===== src/rtl/sound_arbiter_if.sv =====
// sound_arbiter_if: requester-side and engine-side signals of the sound arbiter.
// master: the requesters plus the Sound engine. slave: the arbiter.
interface sound_arbiter_if #(
    parameter int NUM_REQ   = 4,
    parameter int NOTE_BITS = 3,
    parameter int OCT_BITS  = 3,
    parameter int LEN_BITS  = 3
);
    localparam int OWN_W = $clog2(NUM_REQ);

    logic [NUM_REQ-1:0]           req;
    logic [NUM_REQ*NOTE_BITS-1:0] note_in;
    logic [NUM_REQ*OCT_BITS-1:0]  oct_in;
    logic [NUM_REQ*LEN_BITS-1:0]  len_in;
    logic                         abort;
    logic [NUM_REQ-1:0]           gnt;
    logic [OWN_W-1:0]             owner;
    logic                         busy;
    logic                         done;
    logic [1:0]                   status;
    logic                         snd_en;
    logic [NOTE_BITS-1:0]         snd_note;
    logic [OCT_BITS-1:0]          snd_oct;
    logic [LEN_BITS-1:0]          snd_len;
    logic                         snd_over;

    modport master (
        output req, note_in, oct_in, len_in, abort, snd_over,
        input  gnt, owner, busy, done, status, snd_en, snd_note, snd_oct, snd_len
    );

    modport slave (
        input  req, note_in, oct_in, len_in, abort, snd_over,
        output gnt, owner, busy, done, status, snd_en, snd_note, snd_oct, snd_len
    );
endinterface


===== src/rtl/sound_arbiter.sv =====
// sound_arbiter: shares the single note/tone engine between NUM_REQ requesters.
// Grants one note at a time, latches its fields, drives the engine enable, waits
// for the engine to finish (or abort/watchdog), then holds a silent gap.
// Build option: define ROUND_ROBIN_EN for rotating priority; default is fixed
// priority with the lowest index winning.
//
// state   | meaning
// --------+-----------------------------------------------------------
// S_IDLE  | engine free, arbitrating pending requests
// S_START | enable raised, waiting for the engine to drop snd_over
// S_PLAY  | note sounding, waiting for snd_over to rise again
// S_GAP   | enable low, silent down-count before the next grant
module sound_arbiter #(
    parameter int NUM_REQ    = 4,
    parameter int NOTE_BITS  = 3,
    parameter int OCT_BITS   = 3,
    parameter int LEN_BITS   = 3,
    parameter int GAP_CYCLES = 100000,
    parameter int MAX_CYCLES = 2**28-1
) (
    input  logic           clk,
    input  logic           rst_n,
    sound_arbiter_if.slave bus
);
    localparam int OWN_W = $clog2(NUM_REQ);
    localparam int WD_W  = $clog2(MAX_CYCLES + 1);
    localparam int GAP_W = $clog2(GAP_CYCLES + 1);
    localparam logic [WD_W-1:0]  WD_LAST  = WD_W'(MAX_CYCLES - 1);
    localparam logic [GAP_W-1:0] GAP_LAST = GAP_W'(GAP_CYCLES - 1);
    localparam logic [1:0] ST_OK    = 2'b00;
    localparam logic [1:0] ST_ABORT = 2'b01;
    localparam logic [1:0] ST_TMO   = 2'b10;

    typedef enum logic [1:0] {S_IDLE, S_START, S_PLAY, S_GAP} state_t;

    state_t               state_q, state_d;
    logic [NUM_REQ-1:0]   gnt_q, gnt_d;
    logic [OWN_W-1:0]     owner_q, owner_d;
    logic                 busy_q, busy_d;
    logic                 done_q, done_d;
    logic [1:0]           status_q, status_d;
    logic                 snd_en_q, snd_en_d;
    logic [NOTE_BITS-1:0] snd_note_q, snd_note_d;
    logic [OCT_BITS-1:0]  snd_oct_q, snd_oct_d;
    logic [LEN_BITS-1:0]  snd_len_q, snd_len_d;
    logic [WD_W-1:0]      wdog_q, wdog_d;
    logic [GAP_W-1:0]     gap_q, gap_d;
`ifdef ROUND_ROBIN_EN
    logic [OWN_W-1:0]     ptr_q, ptr_d;
`endif

    logic [NOTE_BITS-1:0] note_arr [NUM_REQ];
    logic [OCT_BITS-1:0]  oct_arr  [NUM_REQ];
    logic [LEN_BITS-1:0]  len_arr  [NUM_REQ];
    logic [OWN_W-1:0]     win;
    logic                 finish;
    logic [1:0]           fin_status;

    // Unpack the per-requester note fields.
    always_comb begin
        for (int k = 0; k < NUM_REQ; k++) begin
            note_arr[k] = bus.note_in[k*NOTE_BITS +: NOTE_BITS];
            oct_arr[k]  = bus.oct_in[k*OCT_BITS +: OCT_BITS];
            len_arr[k]  = bus.len_in[k*LEN_BITS +: LEN_BITS];
        end
    end

    // Pick the winner; the scan runs backwards so the last hit is the highest priority.
    always_comb begin
        win = '0;
`ifdef ROUND_ROBIN_EN
        for (int k = NUM_REQ; k >= 1; k--) begin
            if (bus.req[OWN_W'((int'(ptr_q) + k) % NUM_REQ)])
                win = OWN_W'((int'(ptr_q) + k) % NUM_REQ);
        end
`else
        for (int k = NUM_REQ - 1; k >= 0; k--) begin
            if (bus.req[OWN_W'(k)]) win = OWN_W'(k);
        end
`endif
    end

    // Next-state and next-output logic; engine finish outranks abort outranks watchdog.
    always_comb begin
        state_d    = state_q;
        gnt_d      = '0;
        done_d     = 1'b0;
        owner_d    = owner_q;
        status_d   = status_q;
        snd_en_d   = snd_en_q;
        snd_note_d = snd_note_q;
        snd_oct_d  = snd_oct_q;
        snd_len_d  = snd_len_q;
        wdog_d     = wdog_q;
        gap_d      = gap_q;
`ifdef ROUND_ROBIN_EN
        ptr_d      = ptr_q;
`endif
        finish     = 1'b0;
        fin_status = ST_OK;
        unique case (state_q)
            S_IDLE: begin
                if (|bus.req) begin
                    gnt_d[win] = 1'b1;
                    owner_d    = win;
                    snd_note_d = note_arr[win];
                    snd_oct_d  = oct_arr[win];
                    snd_len_d  = len_arr[win];
                    snd_en_d   = 1'b1;
                    wdog_d     = '0;
                    state_d    = S_START;
`ifdef ROUND_ROBIN_EN
                    ptr_d      = win;
`endif
                end
            end
            S_START, S_PLAY: begin
                if (wdog_q < WD_LAST) wdog_d = wdog_q + 1'b1;
                if (state_q == S_PLAY && bus.snd_over) begin
                    finish     = 1'b1;
                    fin_status = ST_OK;
                end else if (bus.abort) begin
                    finish     = 1'b1;
                    fin_status = ST_ABORT;
                end else if (wdog_q >= WD_LAST) begin
                    finish     = 1'b1;
                    fin_status = ST_TMO;
                end else if (state_q == S_START && !bus.snd_over) begin
                    state_d = S_PLAY;
                end
            end
            S_GAP: begin
                if (gap_q == '0) state_d = S_IDLE;
                else             gap_d   = gap_q - 1'b1;
            end
            default: state_d = S_IDLE;
        endcase
        if (finish) begin
            done_d   = 1'b1;
            status_d = fin_status;
            snd_en_d = 1'b0;
            gap_d    = GAP_LAST;
            state_d  = S_GAP;
        end
        busy_d = (state_d != S_IDLE);
    end

    // State, counters and registered outputs.
    always_ff @(posedge clk or negedge rst_n) begin
        if (!rst_n) begin
            state_q    <= S_IDLE;
            gnt_q      <= '0;
            owner_q    <= '0;
            busy_q     <= 1'b0;
            done_q     <= 1'b0;
            status_q   <= ST_OK;
            snd_en_q   <= 1'b0;
            snd_note_q <= '0;
            snd_oct_q  <= '0;
            snd_len_q  <= '0;
            wdog_q     <= '0;
            gap_q      <= '0;
`ifdef ROUND_ROBIN_EN
            ptr_q      <= OWN_W'(NUM_REQ - 1);
`endif
        end else begin
            state_q    <= state_d;
            gnt_q      <= gnt_d;
            owner_q    <= owner_d;
            busy_q     <= busy_d;
            done_q     <= done_d;
            status_q   <= status_d;
            snd_en_q   <= snd_en_d;
            snd_note_q <= snd_note_d;
            snd_oct_q  <= snd_oct_d;
            snd_len_q  <= snd_len_d;
            wdog_q     <= wdog_d;
            gap_q      <= gap_d;
`ifdef ROUND_ROBIN_EN
            ptr_q      <= ptr_d;
`endif
        end
    end

    assign bus.gnt      = gnt_q;
    assign bus.owner    = owner_q;
    assign bus.busy     = busy_q;
    assign bus.done     = done_q;
    assign bus.status   = status_q;
    assign bus.snd_en   = snd_en_q;
    assign bus.snd_note = snd_note_q;
    assign bus.snd_oct  = snd_oct_q;
    assign bus.snd_len  = snd_len_q;
endmodule


===== src/flat_wrapper.sv =====
// flat-port wrapper written by rule: the top's interface ports become plain ports
module sound_arbiter_flat 
#(
    parameter int NUM_REQ    = 4,
    parameter int NOTE_BITS  = 3,
    parameter int OCT_BITS   = 3,
    parameter int LEN_BITS   = 3,
    parameter int GAP_CYCLES = 100000,
    parameter int MAX_CYCLES = 2**28-1
)
  (clk, rst_n, bus_req, bus_note_in, bus_oct_in, bus_len_in, bus_abort, bus_snd_over, bus_gnt, bus_owner, bus_busy, bus_done, bus_status, bus_snd_en, bus_snd_note, bus_snd_oct, bus_snd_len);
  sound_arbiter_if #(.NUM_REQ(NUM_REQ), .NOTE_BITS(NOTE_BITS), .OCT_BITS(OCT_BITS), .LEN_BITS(LEN_BITS)) bus_i ();
  input  logic clk;
  input  logic rst_n;
  input wire logic [$bits(bus_i.req)-1:0] bus_req;
  input wire logic [$bits(bus_i.note_in)-1:0] bus_note_in;
  input wire logic [$bits(bus_i.oct_in)-1:0] bus_oct_in;
  input wire logic [$bits(bus_i.len_in)-1:0] bus_len_in;
  input wire logic [$bits(bus_i.abort)-1:0] bus_abort;
  input wire logic [$bits(bus_i.snd_over)-1:0] bus_snd_over;
  output wire logic [$bits(bus_i.gnt)-1:0] bus_gnt;
  output wire logic [$bits(bus_i.owner)-1:0] bus_owner;
  output wire logic [$bits(bus_i.busy)-1:0] bus_busy;
  output wire logic [$bits(bus_i.done)-1:0] bus_done;
  output wire logic [$bits(bus_i.status)-1:0] bus_status;
  output wire logic [$bits(bus_i.snd_en)-1:0] bus_snd_en;
  output wire logic [$bits(bus_i.snd_note)-1:0] bus_snd_note;
  output wire logic [$bits(bus_i.snd_oct)-1:0] bus_snd_oct;
  output wire logic [$bits(bus_i.snd_len)-1:0] bus_snd_len;
  assign bus_i.req = bus_req;
  assign bus_i.note_in = bus_note_in;
  assign bus_i.oct_in = bus_oct_in;
  assign bus_i.len_in = bus_len_in;
  assign bus_i.abort = bus_abort;
  assign bus_i.snd_over = bus_snd_over;
  assign bus_gnt = bus_i.gnt;
  assign bus_owner = bus_i.owner;
  assign bus_busy = bus_i.busy;
  assign bus_done = bus_i.done;
  assign bus_status = bus_i.status;
  assign bus_snd_en = bus_i.snd_en;
  assign bus_snd_note = bus_i.snd_note;
  assign bus_snd_oct = bus_i.snd_oct;
  assign bus_snd_len = bus_i.snd_len;
  sound_arbiter #(.NUM_REQ(NUM_REQ), .NOTE_BITS(NOTE_BITS), .OCT_BITS(OCT_BITS), .LEN_BITS(LEN_BITS), .GAP_CYCLES(GAP_CYCLES), .MAX_CYCLES(MAX_CYCLES)) u_core (.clk(clk), .rst_n(rst_n), .bus(bus_i));
endmodule

===== config.mk =====
export PLATFORM = sky130hd
export DESIGN_NAME = sound_arbiter_flat
export DESIGN_NICKNAME = d
export VERILOG_FILES = /design/src/rtl/sound_arbiter_if.sv /design/src/rtl/sound_arbiter.sv /design/src/flat_wrapper.sv
export SDC_FILE = /design/constraint.sdc
export NUM_CORES = 1
export LEC_CHECK = 0
export ABC_AREA = 0
export CAP_MARGIN = 0
export CORE_ASPECT_RATIO = 1.2
export CORE_UTILIZATION = 45
export DETAILED_ROUTE_END_ITERATION = 10
export GPL_ROUTABILITY_DRIVEN = 0
export GPL_TIMING_DRIVEN = 0
export PLACE_DENSITY = 0.7
export SYNTH_ARGS = -nofsm -noshare
export SYNTH_HDL_FRONTEND = slang
export SYNTH_SLANG_ARGS = --single-unit

===== constraint.sdc =====
create_clock -name clk -period 2.5 [get_ports clk]
set_clock_uncertainty 0.05 [all_clocks]
set_input_delay 0.375 -clock clk [delete_from_list [all_inputs] [get_ports clk]]
set_output_delay 0.375 -clock clk [all_outputs]
set_load 0.02 [all_outputs]

==> summary.md <==
| Metric | Value |
|---|---|
| Main flop type after synthesis | `dfrtp_1` |
| Seq pwr share | `0.363` |
| Crit path required time | `~2.7 ns` |
| Worst-Skew Late Latency | `approximately 0.34 ns` |
| Fin crit period | `approximately 2.4 ns` |
| CP max FO | `10` |
| Critical Path Source Type | `register` |
| Synth async-reset ratio | `1.000` |
| Crit Path Category | `reg -> reg` |
| Syn Area/Cell | `~9.6 um^2` |
| Pre-CTS setup slack | `-0.1214 ns` |
| Max Clock Freq | `around 430 MHz` |
| Antenna fix cells | `0` |
| Final setup viols | `0` |
| Sequential share of the synthesized area | `0.4552` |
| RSZ-0062 raised after global routing | `false` |
| CTS Buf Count | `9` |
| Comb power frac | `0.394` |
| R2R Setup Slk | `between 0.1 and 0.15 ns` |
| Final ANT Viol Nets | `0` |
| Core area | `between 7000 and 8000 um^2` |
| Final Worst Setup Slack | `0.1486 ns` |
| Clock network power share | `0.243` |
| Post-Syn Area | `around 3500 um^2` |
| Max VDD drop | `roughly 0.52 mV` |
| Vias/cell | `5.693` |
| First DRT Iteration DRCs | `178` |
| Number of library cell types mapped by synthesis | `59` |
| First-pass GRT wire length | `about 13 mm` |
| H-tree depth | `3` |
| Total gr overflow | `0` |
| Max_cap viols | `0` |
| Post-Syn Instances | `between 300 and 400` |
| Longest Clk Path Bufs | `2` |
| Status | `finished, final reports clean` |
| Die area | `8178 um^2` |
| Number of global-route vias before repair | `approximately 2900` |
| Nets | `around 470` |
| Die height | `98.86 um` |
| Internal Pwr Total | `between 0.002 and 0.0025 W` |
| Critical Path End Type | `register` |
| Ratio of cells with drive above 1 in the final layout | `0.09647` |
| Reg2reg start | `u_core.state_q[0]$_DFF_PN0_` |
| Site Rows | `34` |
| Worst hold path type | `in -> async` |
| Overall power | `about 0.0037 W` |
| Vias | `between 2000 and 3000` |
| Leading cell type in the layout, fill and taps excluded | `dfrtp_1` |
| Sw frac | `0.3792` |
| Initial core utilization | `0.4753` |
| Resize count post-CTS | `0` |
| Final hold violations | `0` |
| Final WL | `7.578 mm` |
| Post-synth EDFFs | `0` |
| Worst slew margin | `0.4581` |
| Die Width | `about 83 um` |
| DPL Wire Length | `~5.4 mm` |
| Drt first pass iters | `4` |
| Antenna violations before repair | `0` |
| I/O pin cnt | `64` |
| Leak Pwr | `between 1.5 and 2 nW` |
| Worst R2R End | `u_core.wdog_q[21]$_DFFE_PN0P_` |
| Worst-Margin Slew | `0.8129 ns` |
| GRT Total Usage | `0.2084` |
| Area growth syn-to-layout | `20.84%` |
| Clock sink total | `64` |
| Wire per inst | `about 15 um` |
| R2R cell count | `8` |
| FF+latch count, synth | `64` |
| Commonest non-fill, non-tap cells in the layout | `dfrtp_1 (64), nand2_1 (42), clkdlybuf4s50_1 (41), nor2_1 (25), a21oi_1 (20)` |
| Period utilisation layout | `0.9406` |
| Clock Tree Root | `clkbuf_8` |
| Synth warn | `0` |
| Final TNS setup | `0 ns` |
| Max-slew violations | `0` |
| Clock transition at path regs | `about 0.070 ns` |
| Crit path arrival time | `2.57 ns` |
| Largest net degree at the start of global routing | `65` |
| CTS tree | `yes` |
| DRC | `0` |
| Pwr Density | `869.9 nW/um^2` |
| Psw | `~0.0014 W` |
| IO Port Bufs | `42` |
## logic make-up (layout without fill, tap and decap cells)
group                    count (synthesis)  in the layout  share of synthesized area
other                                    1              3                   0.001066
buffers and inverters                   31             88                    0.04445
AND/OR/NAND/NOR                        160            160                     0.2543
multiplexers                            12             12                    0.03450
AO/OA/AOI/OAI                           73             73                     0.1398
adder cells (fa/ha/maj)                  8              8                    0.02845
XOR/XNOR                                17             17                    0.04232
flip-flops                              64             64                     0.4552
## worst max-delay path, cell delays in order (launching register included)
cell and delay [ns]:
dfrtp_1 0.42, inv_1 0.10, ha_1 0.32, inv_1 0.14, o211a_1 0.28, o31ai_1 0.15, buf_2 0.20, or4_1 0.47
a21oi_1 0.15
## per-stage QoR
stage / std cells / area, um^2 / utilization / hold WS (ns)
detailed placement: 500 / 4056 / 0.5480 / 0.4198
global route: 515 / 4252 / 0.5744 / 0.1544
global placement: 500 / 4059 / 0.5483 / 0.4125
floorplan: 368 / 3526 / - / 0.02941
finish: 515 / 4252 / 0.5744 / 0.06473
CTS: 516 / 4255 / 0.5749 / 0.1098
## power by group through the flow
stage | registers, W | logic [W] | clock network, W
after floorplan | 0.00148 | 0.000792 | 0
after global placement | 0.00136 | 0.00143 | 0
after detailed placement | 0.00136 | 0.00146 | 0
after CTS | 0.00134 | 0.00147 | 0.000924
after global routing | 0.00137 | 0.00162 | 0.000970
final | 0.00134 | 0.00146 | 0.000899
## registers in the layout (all words and copies together) (netlist names)
register / flops
u_core.bus.busy: 1
u_core.bus.done: 1
u_core.bus.gnt: 2
u_core.bus.owner: 1
u_core.bus.snd_en: 1
u_core.bus.snd_len: 3
u_core.bus.snd_note: 3
u_core.bus.snd_oct: 3
u_core.bus.status: 2
u_core.gap_q: 17
u_core.state_q: 2
u_core.wdog_q: 28
## timing repair
item	in CTS	in global routing
setup endpoints to repair	0	4
setup buffers	0	0
hold buffers	0	0
## cell type report
type	count	area, um^2
buffer	19	111.4
clock buffer	13	158.9
clock inverter	3	40.04
fill	692	3151
inverter	11	41.29
multi-input combinational	273	1768
sequential	64	1602
tap	90	112.6
timing repair buffer	42	417.9
## layer usage
layer  vias up  global-route usage  routed length [um]  share of wire
met1      1417              0.2808                3458           0.46
met5         -                   0                   0              0
met2        55              0.3247                3695           0.49
met4         0             0.07029                  77          0.010
li1       1454                   -                   -              -
met3         6             0.05093                 347          0.046
## synth_stat cells, drive strengths merged, types with 4 or more instances
cell	count	area share
inv	11	0.012
nor3	4	0.0071
xnor2	4	0.010
mux2i	11	0.031
ha	8	0.028
nand2	42	0.045
o31ai	13	0.032
or3	6	0.011
buf	11	0.023
and2	6	0.011
nand4	14	0.025
xor2	13	0.032
nand3	19	0.027
dfrtp	64	0.46
clkbuf	9	0.010
nor4	7	0.016
and4	9	0.025
o21ai	18	0.026
or4	13	0.028
nor2	25	0.027
a21oi	20	0.028
## worst max-delay path by stage
stage                                      from                       endpoint  cells past startpoint
floorplan           u_core.state_q[0]$_DFF_PN0_  u_core.wdog_q[21]$_DFFE_PN0P_                      9
global placement                          rst_n   u_core.gap_q[13]$_DFFE_PN0P_                      1
detailed placement                   bus_req[0]      u_core.bus.busy$_DFF_PN0_                      6
CTS                 u_core.state_q[0]$_DFF_PN0_  u_core.wdog_q[21]$_DFFE_PN0P_                      9
global route        u_core.state_q[0]$_DFF_PN0_  u_core.wdog_q[17]$_DFFE_PN0P_                      8
finish              u_core.state_q[0]$_DFF_PN0_  u_core.wdog_q[21]$_DFFE_PN0P_                      8
(Power assumes the default switching activity.)
==> variant, RTL diff (same settings) <==
`GAP_CYCLES` is set to 100000 in 2 places; all go to 200000.
--- a/src/rtl/sound_arbiter.sv
+++ b/src/rtl/sound_arbiter.sv
@@ -17,3 +17,3 @@
     parameter int LEN_BITS   = 3,
-    parameter int GAP_CYCLES = 100000,
+    parameter int GAP_CYCLES = 200000,
     parameter int MAX_CYCLES = 2**28-1
--- a/src/flat_wrapper.sv
+++ b/src/flat_wrapper.sv
@@ -7,3 +7,3 @@
     parameter int LEN_BITS   = 3,
-    parameter int GAP_CYCLES = 100000,
+    parameter int GAP_CYCLES = 200000,
     parameter int MAX_CYCLES = 2**28-1
Function: no difference found for any inputs over 10 cycles, from zero or initial values and one cycle with rst_n low; that may be too few to reach the edited logic, so the function may still have changed.
==> variant against the original RTL <==
  * Largest cell class unchanged
  * Critical endpoint is now u_core.wdog_q[15]$_DFFE_PN0P_
  * Setup slack lost 0.075 ns
  * Sequential share of layout area shrank 0.53 points
  * Via count grew 3.3%
  * Clock power grew 12%
  * Sequential cell count grew 1
  * Routed wire length grew 5.6%
  * Die area grew 0.90%
  * Total power grew 6.8%
  * Non-clock buffer count grew 3
  * Synthesized area grew 0.92%
  * Final cell count grew 2.3%
  * Design area grew 3.1%
  * Core utilization shrank 0.25 points
==> variant: results (changes against the original RTL) <==
The worst voltage drop across the vdd grid is 452 µV (-13%). The number of standard cells in the layout, taps in and fillers out came out at 527 (+2.3%). The most critical setup path has its endpoint at u_core.wdog_q[15]$_DFFE_PN0P_.

The clock latency on the worst-skew pair is 0.36 ns (+0.02 ns). The number of instances in the synthesized netlist came out at 373 (+1.9%). The final core utilization is 57.2% (-0.25 points). The power attributed to sequential cells came out at 1.36 mW. Sorting the synthesized cells by how often they occur yields 65 x sky130_fd_sc_hd__dfrtp_1, 37 x sky130_fd_sc_hd__nand2_1, 29 x sky130_fd_sc_hd__nor2_1, 20 x sky130_fd_sc_hd__o21ai_0, 18 x sky130_fd_sc_hd__a21oi_1. The fill cell total of the finished layout came to 694 (+0.29%).

The placed instance area is 0.00409 mm² (+0.86%). The xor and xnor fraction of the mapped netlist area is 4.69% (+0.45 points). The wire length the detailed router placed on met1 came out at 3510 µm (+1.5%). The met1 track demand over resource in global routing came out at 25.2% (-2.9 points). The antenna diode count is 0 (unchanged). The clock network power came out at 1.01 mW (+12%). The initial DRC count is 140 (-21%).

The total half-perimeter wirelength after legalization and detailed placement came out at 5620 µm (+4.7%). The total routed wirelength came to 8010 µm (+5.6%). The worst-case register-to-register setup slack came to 0.07 ns (-0.07 ns). The leakage power total is 1.77 nW (+1.3%). The level count of the clock H-tree came out at 3 (unchanged).

The flow ran to the end, and the final reports show no timing, DRC or antenna violations. The proportion of layout cells with a drive suffix above 1 came out at 10.8% (+1.2 points). The number of placed instances, taps included came to 509 (+1.8%). The post-cts sizing count was 7 (+7). The max-slew headroom at the worst pin is 45.6% (-0.19 points). The path type of the worst min-delay path is primary input to async pin. The number of nets in the layout was 482 (+2.1%). The overall routing resource usage is 20.8% (-0.060 points). The first-pass GRT wire length came out at 13700 µm (+4.5%).

The startpoint of the most critical register-to-register path is u_core.state_q[1]$_DFF_PN0_. The routed via count came out at 3030 (+3.3%). Ranked by total cell area, the synthesized netlist is headed by sky130_fd_sc_hd__dfrtp_1 46%, sky130_fd_sc_hd__xor2_1 4.2%, sky130_fd_sc_hd__nand2_1 3.9%, sky130_fd_sc_hd__mux2i_1 3.7%, sky130_fd_sc_hd__or4_1 3.2%. The worst hold slack came out at 0.0605 ns (-0.00419 ns).

The global routing met2 resource utilization is 35.6% (+3.2 points). The worst setup slack before clock tree synthesis came out at -0.414 ns (-0.293 ns). The largest net degree at the start of global routing was 66 (+1.5%). The mux cell area share after synthesis is 3.66% (+0.22 points).

The data arrival at the endpoint of the critical path is 2.66 ns (+0.09 ns). The number of library cell types mapped by synthesis came out at 52 (-12%). The largest registers in the layout are u_core.wdog_q (28), u_core.gap_q (18). The complex-gate fraction of the synthesized area is 16.6% (+2.7 points).

The synthesized-area fraction occupied by adder cells is 2.82% (-0.026 points). The detailed route wirelength on metal3 came out at 333 µm (-4.0%).
## variant: cell type report
type                    count  area share [%]
multi-input cells         275            41.4
flip-flops and latches     65            37.1
repair buffers             44            9.88
clock buffers              15            4.48
well taps                  92            2.63
plain buffers              20            2.46
inverters                  14            1.20
clock inverters             1           0.685
repair inverters            1           0.171
## variant: logic make-up after synthesis
kind of cell	count (synthesis)
xor gates and xnor gates	19
and+or+nand+nor	143
DFF	65
other	1
adders and majority gates	8
muxes	13
buffers and inverters	35
AOI/OAI and AO/OA	89
## variant: worst max-delay path: stages (launching register included)
cell,delay (ns)
sky130_fd_sc_hd__dfrtp_2,0.41
sky130_fd_sc_hd__inv_1,0.08
sky130_fd_sc_hd__ha_1,0.17
sky130_fd_sc_hd__clkbuf_1,0.23
sky130_fd_sc_hd__a211oi_2,0.48
sky130_fd_sc_hd__o21ai_4,0.13
sky130_fd_sc_hd__buf_4,0.17
sky130_fd_sc_hd__or4_1,0.47
sky130_fd_sc_hd__a21oi_1,0.15
